### src/rtl/alu_share_arbiter.sv
// Two-requester arbiter sharing one combinational NZCV ALU, with registered responses
// and a private status register per requester. Optional grant locking: ALU_ARB_LOCK_EN.
module alu_share_arbiter #(
  parameter int FIXED_PRIO = 0,
  parameter int LOCK_MAX   = 8
) (
  input  logic        clk,
  input  logic        rst,
  input  logic        r0_req_valid,
  output logic        r0_req_ready,
  input  logic [3:0]  r0_exe_cmd,
  input  logic [31:0] r0_val1,
  input  logic [31:0] r0_val2,
  input  logic        r0_s,
  input  logic        r0_lock,
  output logic        r0_rsp_valid,
  input  logic        r0_rsp_ready,
  output logic [31:0] r0_result,
  output logic [3:0]  r0_status,
  output logic [3:0]  r0_sr,
  input  logic        r1_req_valid,
  output logic        r1_req_ready,
  input  logic [3:0]  r1_exe_cmd,
  input  logic [31:0] r1_val1,
  input  logic [31:0] r1_val2,
  input  logic        r1_s,
  input  logic        r1_lock,
  output logic        r1_rsp_valid,
  input  logic        r1_rsp_ready,
  output logic [31:0] r1_result,
  output logic [3:0]  r1_status,
  output logic [3:0]  r1_sr
);

  logic [1:0]  req_valid, rsp_ready, rsp_valid, elig, grant;
  logic        last_grant, gsel, lock_hold, lock_drop, lock_owner;
  logic [3:0]  alu_cmd, alu_status;
  logic [31:0] alu_val1, alu_val2, alu_res;
  logic        alu_cin, alu_c, alu_v, alu_def;
  logic [32:0] sum;

  assign req_valid = {r1_req_valid, r0_req_valid};
  assign rsp_ready = {r1_rsp_ready, r0_rsp_ready};
  assign rsp_valid = {r1_rsp_valid, r0_rsp_valid};
  assign elig      = req_valid & (~rsp_valid | rsp_ready);

`ifdef ALU_ARB_LOCK_EN
  localparam int CW = $clog2(LOCK_MAX + 1);
  logic [1:0]    lock_in;
  logic          lock_active;
  logic [CW-1:0] lock_cnt, lock_cnt_inc;

  assign lock_in      = {r1_lock, r0_lock};
  assign lock_hold    = lock_active & req_valid[lock_owner];
  assign lock_drop    = lock_active & ~req_valid[lock_owner];
  assign lock_cnt_inc = lock_cnt + CW'(1);

  // The grant that takes the lock counts as the first locked grant.
  always_ff @(posedge clk or negedge rst) begin
    if (!rst) begin
      lock_active <= 1'b0;
      lock_owner  <= 1'b0;
      lock_cnt    <= '0;
    end else if (lock_hold) begin
      if (grant[lock_owner]) begin
        if (!lock_in[lock_owner] || lock_cnt_inc == CW'(LOCK_MAX)) begin
          lock_active <= 1'b0;
          lock_cnt    <= '0;
        end else begin
          lock_cnt <= lock_cnt_inc;
        end
      end
    end else if ((|grant) && lock_in[gsel]) begin
      lock_owner  <= gsel;
      lock_cnt    <= CW'(1);
      lock_active <= (LOCK_MAX > 1);
    end else begin
      lock_active <= 1'b0;
      lock_cnt    <= '0;
    end
  end
`else
  logic unused_lock;
  localparam int unused_lock_max = LOCK_MAX;
  assign unused_lock = r0_lock ^ r1_lock;
  assign lock_hold   = 1'b0;
  assign lock_drop   = 1'b0;
  assign lock_owner  = 1'b0;
`endif

  always_comb begin
    grant = 2'b00;
    if (lock_hold) begin
      grant = lock_owner ? {elig[1], 1'b0} : {1'b0, elig[0]};
    end else if (elig == 2'b11) begin
      if (FIXED_PRIO != 0 || last_grant) grant = 2'b01;
      else                               grant = 2'b10;
    end else begin
      grant = elig;
    end
    if (!rst) grant = 2'b00;
  end

  assign r0_req_ready = grant[0];
  assign r1_req_ready = grant[1];
  assign gsel         = grant[1];

  assign alu_cmd  = gsel ? r1_exe_cmd : r0_exe_cmd;
  assign alu_val1 = gsel ? r1_val1    : r0_val1;
  assign alu_val2 = gsel ? r1_val2    : r0_val2;
  assign alu_cin  = gsel ? r1_sr[1]   : r0_sr[1];

  // Subtraction follows ARM convention: C = no borrow, SBC = a + ~b + C.
  always_comb begin
    sum     = '0;
    alu_res = '0;
    alu_c   = 1'b0;
    alu_v   = 1'b0;
    alu_def = 1'b0;
    case (alu_cmd)
      4'b0001: alu_res = alu_val2;
      4'b1001: alu_res = ~alu_val2;
      4'b0010, 4'b0011: begin
        sum     = {1'b0, alu_val1} + {1'b0, alu_val2}
                + {32'd0, (alu_cmd[0] & alu_cin)};
        alu_res = sum[31:0];
        alu_c   = sum[32];
        alu_v   = (alu_val1[31] == alu_val2[31]) && (sum[31] != alu_val1[31]);
      end
      4'b0100, 4'b0101: begin
        sum     = {1'b0, alu_val1} + {1'b0, ~alu_val2}
                + {32'd0, (alu_cmd[0] ? alu_cin : 1'b1)};
        alu_res = sum[31:0];
        alu_c   = sum[32];
        alu_v   = (alu_val1[31] != alu_val2[31]) && (sum[31] != alu_val1[31]);
      end
      4'b0110: alu_res = alu_val1 & alu_val2;
      4'b0111: alu_res = alu_val1 | alu_val2;
      4'b1000: alu_res = alu_val1 ^ alu_val2;
      default: alu_def = 1'b1;
    endcase
  end

  assign alu_status = alu_def ? 4'b0100
                              : {alu_res[31], (alu_res == 32'd0), alu_c, alu_v};

  always_ff @(posedge clk or negedge rst) begin
    if (!rst)           last_grant <= 1'b1;
    else if (|grant)    last_grant <= gsel;
    else if (lock_drop) last_grant <= lock_owner;
  end

  always_ff @(posedge clk or negedge rst) begin
    if (!rst) begin
      r0_rsp_valid <= 1'b0;
      r0_result    <= '0;
      r0_status    <= '0;
      r0_sr        <= '0;
    end else if (grant[0]) begin
      r0_rsp_valid <= 1'b1;
      r0_result    <= alu_res;
      r0_status    <= alu_status;
      if (r0_s) r0_sr <= alu_status;
    end else if (r0_rsp_ready) begin
      r0_rsp_valid <= 1'b0;
    end
  end

  always_ff @(posedge clk or negedge rst) begin
    if (!rst) begin
      r1_rsp_valid <= 1'b0;
      r1_result    <= '0;
      r1_status    <= '0;
      r1_sr        <= '0;
    end else if (grant[1]) begin
      r1_rsp_valid <= 1'b1;
      r1_result    <= alu_res;
      r1_status    <= alu_status;
      if (r1_s) r1_sr <= alu_status;
    end else if (r1_rsp_ready) begin
      r1_rsp_valid <= 1'b0;
    end
  end

endmodule

### config.mk
export PLATFORM = sky130hd
export DESIGN_NAME = alu_share_arbiter
export DESIGN_NICKNAME = d
export VERILOG_FILES = /design/src/rtl/alu_share_arbiter.sv
export SDC_FILE = /design/constraint.sdc
export NUM_CORES = 1
export LEC_CHECK = 0
export CAP_MARGIN = 30
export CORE_ASPECT_RATIO = 1.75
export CORE_MARGIN = 2
export CORE_UTILIZATION = 50
export CTS_BUF_LIST = sky130_fd_sc_hd__clkbuf_2
export CTS_CLUSTER_SIZE = 40
export DETAILED_ROUTE_END_ITERATION = 8
export PLACE_DENSITY_LB_ADDON = 0.05
export SLEW_MARGIN = 5
export SYNTH_ARGS = -nofsm -noshare
export SYNTH_HDL_FRONTEND = slang
export SYNTH_SLANG_ARGS = --single-unit
### constraint.sdc
create_clock -name clk -period 10.1 [get_ports clk]
set_input_delay 1.01 -clock clk [delete_from_list [all_inputs] [get_ports clk]]
set_output_delay 1.01 -clock clk [all_outputs]
set_load 0.01 [all_outputs]
Word-level counts from Yosys, hierarchy flattened
Index checks and enable logic that the tools add are counted.
{"block": "op_classes", "n_addsub": 4, "n_eq_ne": 14, "mux": 16, "n_bitwise": 8, "n_reduce_logical": 11}
{"op": "32-bit one-hot mux with 7 select lines", "count": 1}
{"op": "32-bit by 32-bit adder with 33-bit output", "count": 2}
{"op": "33-bit by 1-bit adder with 33-bit output", "count": 2}
{"op": "32-bit two-way mux", "count": 2}
{"op": "32-bit AND", "count": 1}
{"op": "32-bit logical NOT", "count": 1}
{"op": "32-bit NOT", "count": 1}
{"op": "32-bit bitwise OR", "count": 1}
{"op": "32-bit XOR", "count": 1}
{"op": "4-bit by 3-bit == test with 1-bit output, second input constant", "count": 4}
{"op": "9-bit OR reduction", "count": 1}
{"op": "4-bit by 2-bit == test with 1-bit output, second input constant", "count": 2}
{"op": "4-bit == test, second input constant", "count": 2}
{"op": "4-bit two-way mux", "count": 2}
{"op": "1-bit two-way mux", "count": 6}
{"op": "2-bit two-way mux", "count": 3}
{"op": "2-bit OR reduction", "count": 3}
{"op": "4-bit by 1-bit == test with 1-bit output, second input constant", "count": 1}
{"op": "1-bit one-hot mux with 2 select lines", "count": 2}
{"op": "2-bit AND reduction", "count": 2}
{"op": "2-bit nonzero test", "count": 2}
{"op": "1-bit inequality test", "count": 3}
{"op": "2-bit AND", "count": 1}
{"op": "2-bit == test, second input constant", "count": 1}
{"op": "5 further kinds", "count": 6}
{"block": "word_totals", "register_bits": 83, "in_bits": 146, "out_inout_bits": 84, "word_cells": 62}

Logic depth before layout (Yosys ltp)
{"block": "depth", "ltp_word": 14, "depth_mapped": 28, "depth_no_buf": 20}

Least setup slack after synthesis
Ideal clock, no wire load.
{"block": "synth_timing", "path_type": "input -> register", "from": "in r0_rsp_ready", "to": "reg r0_sr[2]", "setup_ps": 77, "t_arrival_ps": 6884, "path_slack_ps": 3139, "stages": 27, "n_path_buf": 8, "cell_sequence": "nand2b_1 a311o_1 buf_2 buf_6 buf_6 buf_4 buf_2 buf_2 clkbuf_1 buf_1 mux2i_1 nor2_1 ha_1 a21oi_1 mux2i_1 fa_1 a21o_1 a221o_1 nand3_2 a31oi_4 a311o_1 o31a_1 a221o_1 a221oi_2 nand4b_1 or4_1 o21ai_1"}
{"block": "synth_between", "elab_chain_len": 12}
{"item": "start: declaration", "line_no": "17", "source": "input logic r0_rsp_ready,"}
{"item": "2-bit bitwise OR (*)", "line_no": "45", "source": "assign elig = req_valid & (~rsp_valid | rsp_ready);"}
{"item": "2-bit AND (*)", "line_no": "45"}
{"item": "2-bit == test", "line_no": "95", "source": "end else if (elig == 2'b11) begin"}
{"item": "2-bit two-way mux (*)", "line_no": "95"}
{"item": "2-bit two-way mux (*)", "line_no": "101", "source": "if (!rst) grant = 2'b00;"}
{"item": "32-bit two-way mux", "line_no": "110", "source": "assign alu_val2 = gsel ? r1_val2 : r0_val2;"}
{"item": "32-bit NOT", "line_no": "122, 131"}
{"item": "32-bit by 32-bit adder with 33-bit output", "line_no": "131", "source": "sum = {1'b0, alu_val1} + {1'b0, ~alu_val2}"}
{"item": "33-bit by 1-bit adder with 33-bit output", "line_no": "132", "source": "+ {32'd0, (alu_cmd[0] ? alu_cin : 1'b1)};"}
{"item": "32-bit one-hot mux with 7 select lines", "line_no": "120", "source": "case (alu_cmd)"}
{"item": "32-bit logical NOT", "line_no": "145", "source": ": {alu_res[31], (alu_res == 32'd0), alu_c, alu_v};"}
{"item": "4-bit two-way mux", "line_no": "144", "source": "assign alu_status = alu_def ? 4'b0100"}
{"item": "end signal: assignment", "line_no": "163", "source": "if (r0_s) r0_sr <= alu_status;"}
{"item": "end: declaration", "line_no": "20", "source": "output logic [3:0] r0_sr,"}
Every way passes the cells marked *; elsewhere a longest branch is shown, timed or not.
A chain may end at the register's enable or synchronous reset.

Worst setup path in the final report
{"block": "layout_timing", "from": "in r0_rsp_ready", "to": "reg r1_sr[3]"}
{"block": "layout_between", "elab_chain_len": 11}
{"item": "2-bit bitwise OR (*)", "line_no": "45"}
{"item": "2-bit AND (*)", "line_no": "45"}
{"item": "2-bit == test (*)", "line_no": "95"}
{"item": "2-bit two-way mux (*)", "line_no": "95"}
{"item": "2-bit two-way mux (*)", "line_no": "101"}
{"item": "32-bit two-way mux", "line_no": "110"}
{"item": "32-bit NOT", "line_no": "122, 131"}
{"item": "32-bit by 32-bit adder with 33-bit output", "line_no": "131"}
{"item": "33-bit by 1-bit adder with 33-bit output", "line_no": "132"}
{"item": "32-bit one-hot mux with 7 select lines", "line_no": "120"}
{"item": "4-bit two-way mux", "line_no": "144"}
{"item": "end signal: assignment", "line_no": "179", "source": "if (r1_s) r1_sr <= alu_status;"}
{"item": "end: declaration", "line_no": "32", "source": "output logic [3:0] r1_sr"}
Marks and branches as above.

==> results.json <==
{
  "status": "complete, no violations",
  "synth.avg_cell_area_sq_um": 7.19,
  "multi_input_area_sq_mm": 0.00812,
  "maxCapViolations": 0,
  "synth_top_area_share_pct": 18.7,
  "synth_cells": 1525,
  "antenna_found_initial": 1,
  "p_sw_uw": 878,
  "yosysMostFrequentCell": "nand2_1",
  "globalRoute.totalOverflow": 0,
  "fin_cells": 1994,
  "peakVddDrop_mv": 0.0630,
  "synthMuxAreaShare_pct": 5.05,
  "cts_root_buffer": "clkbuf_2",
  "firstDrtPassIters": 5,
  "pwr-share-clk_pct": 8.0,
  "hold_viol_final": 0,
  "layout_worst_path_cycle_share_pct": 73.2,
  "power_density_mw_per_mm2": 136,
  "drv_slew": 0,
  "ys_warn_count": 0,
  "synthTopCellsByCount": "nand2_1, o21ai_0, ha_1",
  "synth_fa_ha_area_share_pct": 12.8,
  "cp-start-kind": "input port",
  "cts_made_buffers": 9,
  "fin_crit_ns": 7.39,
  "synth-seq-area-share_pct": 18.9,
  "drcViolationCount": 0,
  "fp.dieH_microns": 200,
  "fin_area_sq_mm": 0.0135,
  "globalplace.congestion": 1.01,
  "post_cts_buffers": 0,
  "ff_latch_area_sq_mm": 0.00208,
  "cp-end-kind": "flip-flop",
  "p_leak_nw": 5.88,
  "setup_violations": 0,
  "drt_iter0_drc": 1161,
  "grt_max_degree": 72,
  "clock_path_buffers": 2,
  "synth_flop_cell": "dfrtp_1",
  "ant_nets": 0,
  "vias": 12700,
  "slew_headroom_pct": 27.1,
  "nNetsFinal": 1953,
  "p_comb_share_pct": 65.9,
  "cts_resized": 0,
  "grt_pass1_wl_microns": 68500,
  "pin_count": 230,
  "nFillCells": 2061,
  "seq_power_share_pct": 26.1,
  "die-area_sq_mm": 0.0232,
  "synth-seq-cells": 83,
  "dp.cells": 1976,
  "path_class": "in2reg",
  "synth.net_count": 1782,
  "placement.io_buffers": 227,
  "syn_area_sq_mm": 0.0110,
  "ys_async_sr_fraction_pct": 100,
  "reg2regPathDepth": 15,
  "synth_area_leaders": "dfrtp_1, ha_1, nand2_1",
  "grt_pass1_vias": 12200,
  "r2r_slack_ns": 3.19,
  "synthDistinctLibCells": 89,
  "skew_ns": 0.0172,
  "crit_fanout": 30,
  "wl_microns": 46200,
  "synth_top_family_by_area": "compound AO/OA/AOI/OAI gates",
  "yosys.area_share.simple_pct": 24.0,
  "cts_max_level": 3,
  "rsz0062_at_grt": "false",
  "rows": 71,
  "synth_edf_count": 0,
  "swShare_pct": 47.8,
  "syn_to_final_growth_pct": 23.2,
  "avgRoutedWirePerCell_microns": 23.2,
  "fmax_mhz": 135,
  "hold_ws_ns": 0.284,
  "cts_sinks": 83,
  "core-area_sq_mm": 0.0215,
  "fp.dieW_microns": 116,
  "crit_arrival_ns": 7.80,
  "cp.required_ns": 10.51,
  "path_clk_slew_ns": 0.22,
  "tritoncts": "built",
  "start_util_pct": 51.0,
  "p_total_mw": 1.84,
  "fin_setup_tns_ns": 0,
  "cts-hold-fix-buffers": 0,
  "yosysTopAreaCell": "dfrtp_1",
  "drive_gt1_share_pct": 5.23,
  "vias_per_cell": 6.38,
  "synth_compound_area_share_pct": 28.4,
  "hold_path.class": "in2async",
  "worstMarginPinSlew_ns": 1.07,
  "internal_power_uw": 960,
  "track_usage_pct": 39.0,
  "synthXorXnorAreaFrac_pct": 3.51,
  "dp_hpwl_microns": 35900,
  "clkLatencyLatePin_ns": 0.54,
  "place_area_sq_mm": 0.0134
}
## layout make-up
cell class | instances | area share [%]
clock inverters | 5 | 0.222
multi-input cells | 1245 | 60.1
repair buffers | 254 | 18.3
clock buffers | 11 | 0.407
inverters | 103 | 2.87
diodes | 1 | 0.0185
flip-flops and latches | 83 | 15.4
well taps | 292 | 2.70
## per-stage QoR
stage | utilization [%] | worst slack, ns
finish | 62.9 | 2.71
global placement | 62.4 | 2.43
global route | 62.9 | 2.44
detailed placement | 62.4 | 2.34
floorplan | - | 3.14
CTS | 62.8 | 2.91
## power groups by stage
stage | clock (mW) | combinational, mW | sequential [mW]
2_1_floorplan | 0 | 0.626 | 0.529
3_3_place_gp | 0 | 1.17 | 0.483
3_5_place_dp | 0 | 1.19 | 0.488
4_1_cts | 0.147 | 1.19 | 0.480
5_1_grt | 0.160 | 1.31 | 0.490
6_report | 0.147 | 1.21 | 0.479
## sequential cells by signal, summed over array words and instances (netlist names)
| register | flops |
|---|---|
| r0_result | 32 |
| r1_result | 32 |
| r0_sr | 4 |
| r0_status | 4 |
| r1_sr | 4 |
| r1_status | 4 |
| last_grant | 1 |
| r0_rsp_valid | 1 |
| r1_rsp_valid | 1 |
## routing by layer
metal	part of all wire, %	GRT usage [%]	routed length, microns	up-vias
met3	6.7	4.05	3100	225
met4	9.0	30.2	4180	0
li1	-	-	-	5821
met2	50	69.1	23100	711
met5	0	0	0	-
met1	34	41.6	15800	5960
## kinds of logic (layout without fill, tap and decap cells)
family | after synthesis | after routing
flops | 83 | 83
xor+xnor | 44 | 44
compound gates | 467 | 467
simple gates | 571 | 571
other cells | 0 | 1
buf+inv | 197 | 373
fa+ha+maj | 111 | 111
mux | 52 | 52
## final timing paths
check	from	endpoint
setup / recovery	r0_rsp_ready	r1_sr[3]$_DFFE_PN0P_
hold / removal	rst	r0_result[0]$_DFFE_PN0P_
setup reg to reg	last_grant$_DFFE_PN1P_	r1_sr[3]$_DFFE_PN0P_
hold reg to reg	r0_result[13]$_DFFE_PN0P_	r0_result[13]$_DFFE_PN0P_
max in group asynchronous	rst	r1_sr[1]$_DFFE_PN0P_
min in group clk	r0_result[13]$_DFFE_PN0P_	r0_result[13]$_DFFE_PN0P_
## cell usage in the layout (no fill, tap or decap), types with 15 or more instances in the layout
cell / n
clkdlybuf4s50_1: 226
buf_4: 27
mux2i_1: 37
nor4_1: 17
nand3_1: 25
o21ai_0: 114
inv_1: 100
o211ai_1: 21
nor2b_1: 16
xnor2_1: 32
o31ai_1: 16
nor3_1: 42
a31oi_1: 23
ha_1: 109
a21oi_1: 98
dfrtp_1: 82
a211oi_1: 26
a21o_1: 15
nor2_1: 90
nand2_1: 290
## critical path: stages
cell and delay [ns]:
clkdlybuf4s50_1 0.45, nand2b_1 0.16, a311o_2 0.45, clkinv_2 0.53, mux2i_1 0.74, inv_1 0.21
ha_1 0.59, nor4_1 0.17, o21ai_0 0.23, a31oi_1 0.16, a21oi_1 0.50, o21ai_1 0.26
a2111oi_0 0.96, nor2_1 0.20, a32oi_1 0.29, a21boi_0 0.65, o21ai_0 0.20
Power figures use the tool's default switching activity.
==> edit, RTL diff (same settings) <==
`FIXED_PRIO`: 0 -> 1.
--- a/src/rtl/alu_share_arbiter.sv
+++ b/src/rtl/alu_share_arbiter.sv
@@ -1,7 +1,7 @@
 // Two-requester arbiter sharing one combinational NZCV ALU, with registered responses
 // and a private status register per requester. Optional grant locking: ALU_ARB_LOCK_EN.
 module alu_share_arbiter #(
-  parameter int FIXED_PRIO = 0,
+  parameter int FIXED_PRIO = 1,
   parameter int LOCK_MAX   = 8
 ) (
   input  logic        clk,
Check against the original RTL: not equivalent (a bounded check fails within 4 cycles, from zero or initial values and one cycle with rst low).
==> edit against the original RTL <==
  * Sequential power decreased by 6.5%
  * Sequential cell count decreased by 1
  * Final area increased by 2.5%
  * Total power decreased by 10%
  * Worst setup slack got worse by 0.52 ns
  * Wire length decreased by 1.0%
  * Clock skew increased by 0.011 ns
  * Via count increased by 2.8%
  * Area after synthesis increased by 3.2%
  * Critical path type unchanged
  * Critical endpoint is now r0_sr[2]
  * Highest routed layer unchanged
==> edit: results (changes against the original RTL) <==
Outcome
  • Outcome: finished, final reports clean

Yosys
  • Adder-Cell Fraction of Synth Area: 12.40% (-0.39 points)
  • Synth top cells by count: nand2_1, o21ai_0, nor2_1, ha_1, a21oi_1
  • Largest cells by area after synthesis: dfrtp_1, ha_1, nand2_1
  • Post-synthesis sequential area ratio: 18.13% (-0.81 points)
  • Synthesized Nets: 1865 (+4.7%)
  • XOR/XNOR Fraction of Synth Area: 4.256% (+0.74 points)
  • Synth Area in Compound Gates: 28.69% (+0.25 points)

Power and ir drop
  • P_leak: 0.006054 uW (+2.9%)
  • Sw frac: 46.28% (-1.5 points)

Floorplan
  • Num rows: 72 (+1.4%)

STA
  • FMAX: 0.1263 GHz (-6.6%)
  • Fin Clk Skew: 0.02835 ns (+0.01116 ns)

Drt
  • Iter 0 DRT Violations: 1224 (+5.4%)

Cells and area
  • Share of layout cells above drive strength 1: 4.912% (-0.32 points)
  • Layout Nets: 2023 (+3.6%)

Clock tree
  • Clock network latency to the later pin of the worst-skew pair: 0.59 ns (+0.05 ns)
  • Clock transition at path regs: 0.24 ns (+0.02 ns)

Worst setup path
  • CP Data Arrival Time: 8.39 ns (+0.59 ns)
  • R2R setup slack: 2.65 ns (-0.54 ns)
  • Peak fanout along the critical path: 44 (+47%)

Placement
  • GP Congestion: 1.043 (+3.5%)
  • DP Worst Slack: 1.864 ns (-0.4762 ns)
  • Dpl hpwl: 35570 um (-1.1%)

GRT
  • Global-route wire length before repair: 69770 um (+1.9%)
  • GRT Util Overall: 37.22% (-1.7 points)
-- edit: cell types whose count changed in the layout (fill, tap and decap cells not counted), sizes merged, moves of 11 or more --
| cell | delta |
|---|---|
| a31oi | -11 |
| o21ai | +15 |
| o211ai | -12 |
| xor2 | +18 |
| nor2 | +21 |
| nand2 | +37 |
-- edit: per-stage QoR --
step                      instance area [sq um]  cells  hold slack (ns)  power, uW  util, %
after floorplan                           11320   1608           0.5111       1024        -
after global placement                    13710   2050           0.4549       1445    61.87
after detailed placement                  13720   2051           0.4608       1462    61.91
after CTS                                 13840   2067           0.2106       1639    62.47
after global routing                      13850   2068           0.2098       1756    62.48
final                                     13850   2068           0.2275       1654    62.48
-- edit: path summary, 6_finish.rpt --
| check | startpoint | end | cells past startpoint |
|---|---|---|---|
| worst max-delay path | r0_req_valid | r0_sr[2] | 20 |
| worst min-delay path | rst | r1_result[31] | 1 |
| worst max register to register | r1_rsp_valid | r0_sr[2] | 20 |
| worst min register to register | r1_result[10] | r1_result[10] | 2 |
| max in group asynchronous | rst | r1_rsp_valid | 2 |
| min in group clk | r1_result[10] | r1_result[10] | 2 |
-- edit: kinds of logic after synthesis --
group,count (synthesis)
simple gates,633
mux,39
buf+inv,202
flops,82
fa+ha+maj,111
xor+xnor,55
compound gates,486
-- edit: worst max-delay path: stages --
cell and delay [ns]:
clkdlybuf4s50_1 0.60, a211o_4 0.63, a21oi_2 0.76, nor2_1 0.12
ha_1 0.25, a21o_1 0.17, a2111oi_0 0.64, a21oi_1 0.16
fa_1 0.50, a21o_1 0.24, a221oi_1 0.65, o21bai_1 0.29
a211oi_1 0.31, nor3_1 0.08, nor4b_1 0.56, and4_1 0.36
nand4_1 0.11, nor4_1 0.21, nand4_1 0.24, o41ai_1 0.44
-- edit: metal layers --
metal	track usage, %	wire (um)	up-vias
li1	-	-	6056
met1	44.67	17330	6156
met2	63.04	21990	696
met3	4.213	3391	161
met4	23.62	2993	0
met5	0	0	-
-- edit: area by class of cell --
class | count | area (sq um)
fill | 2117 | 8315
sequential | 82 | 2052
clock buffer | 9 | 45.04
multi-input combinational | 1324 | 8478
antenna | 1 | 2.502
clock inverter | 7 | 78.83
inverter | 97 | 366.6
tap | 296 | 370.4
timing repair buffer | 252 | 2452
-- edit: power by group through the flow --
stage          logic, uW  registers (uW)  clock network [uW]
3_3_place_gp         992             453                   0
5_1_grt             1110             459                 191
3_5_place_dp        1010             456                   0
6_report            1030             448                 177
2_1_floorplan        536             488                   0
4_1_cts             1010             448                 180
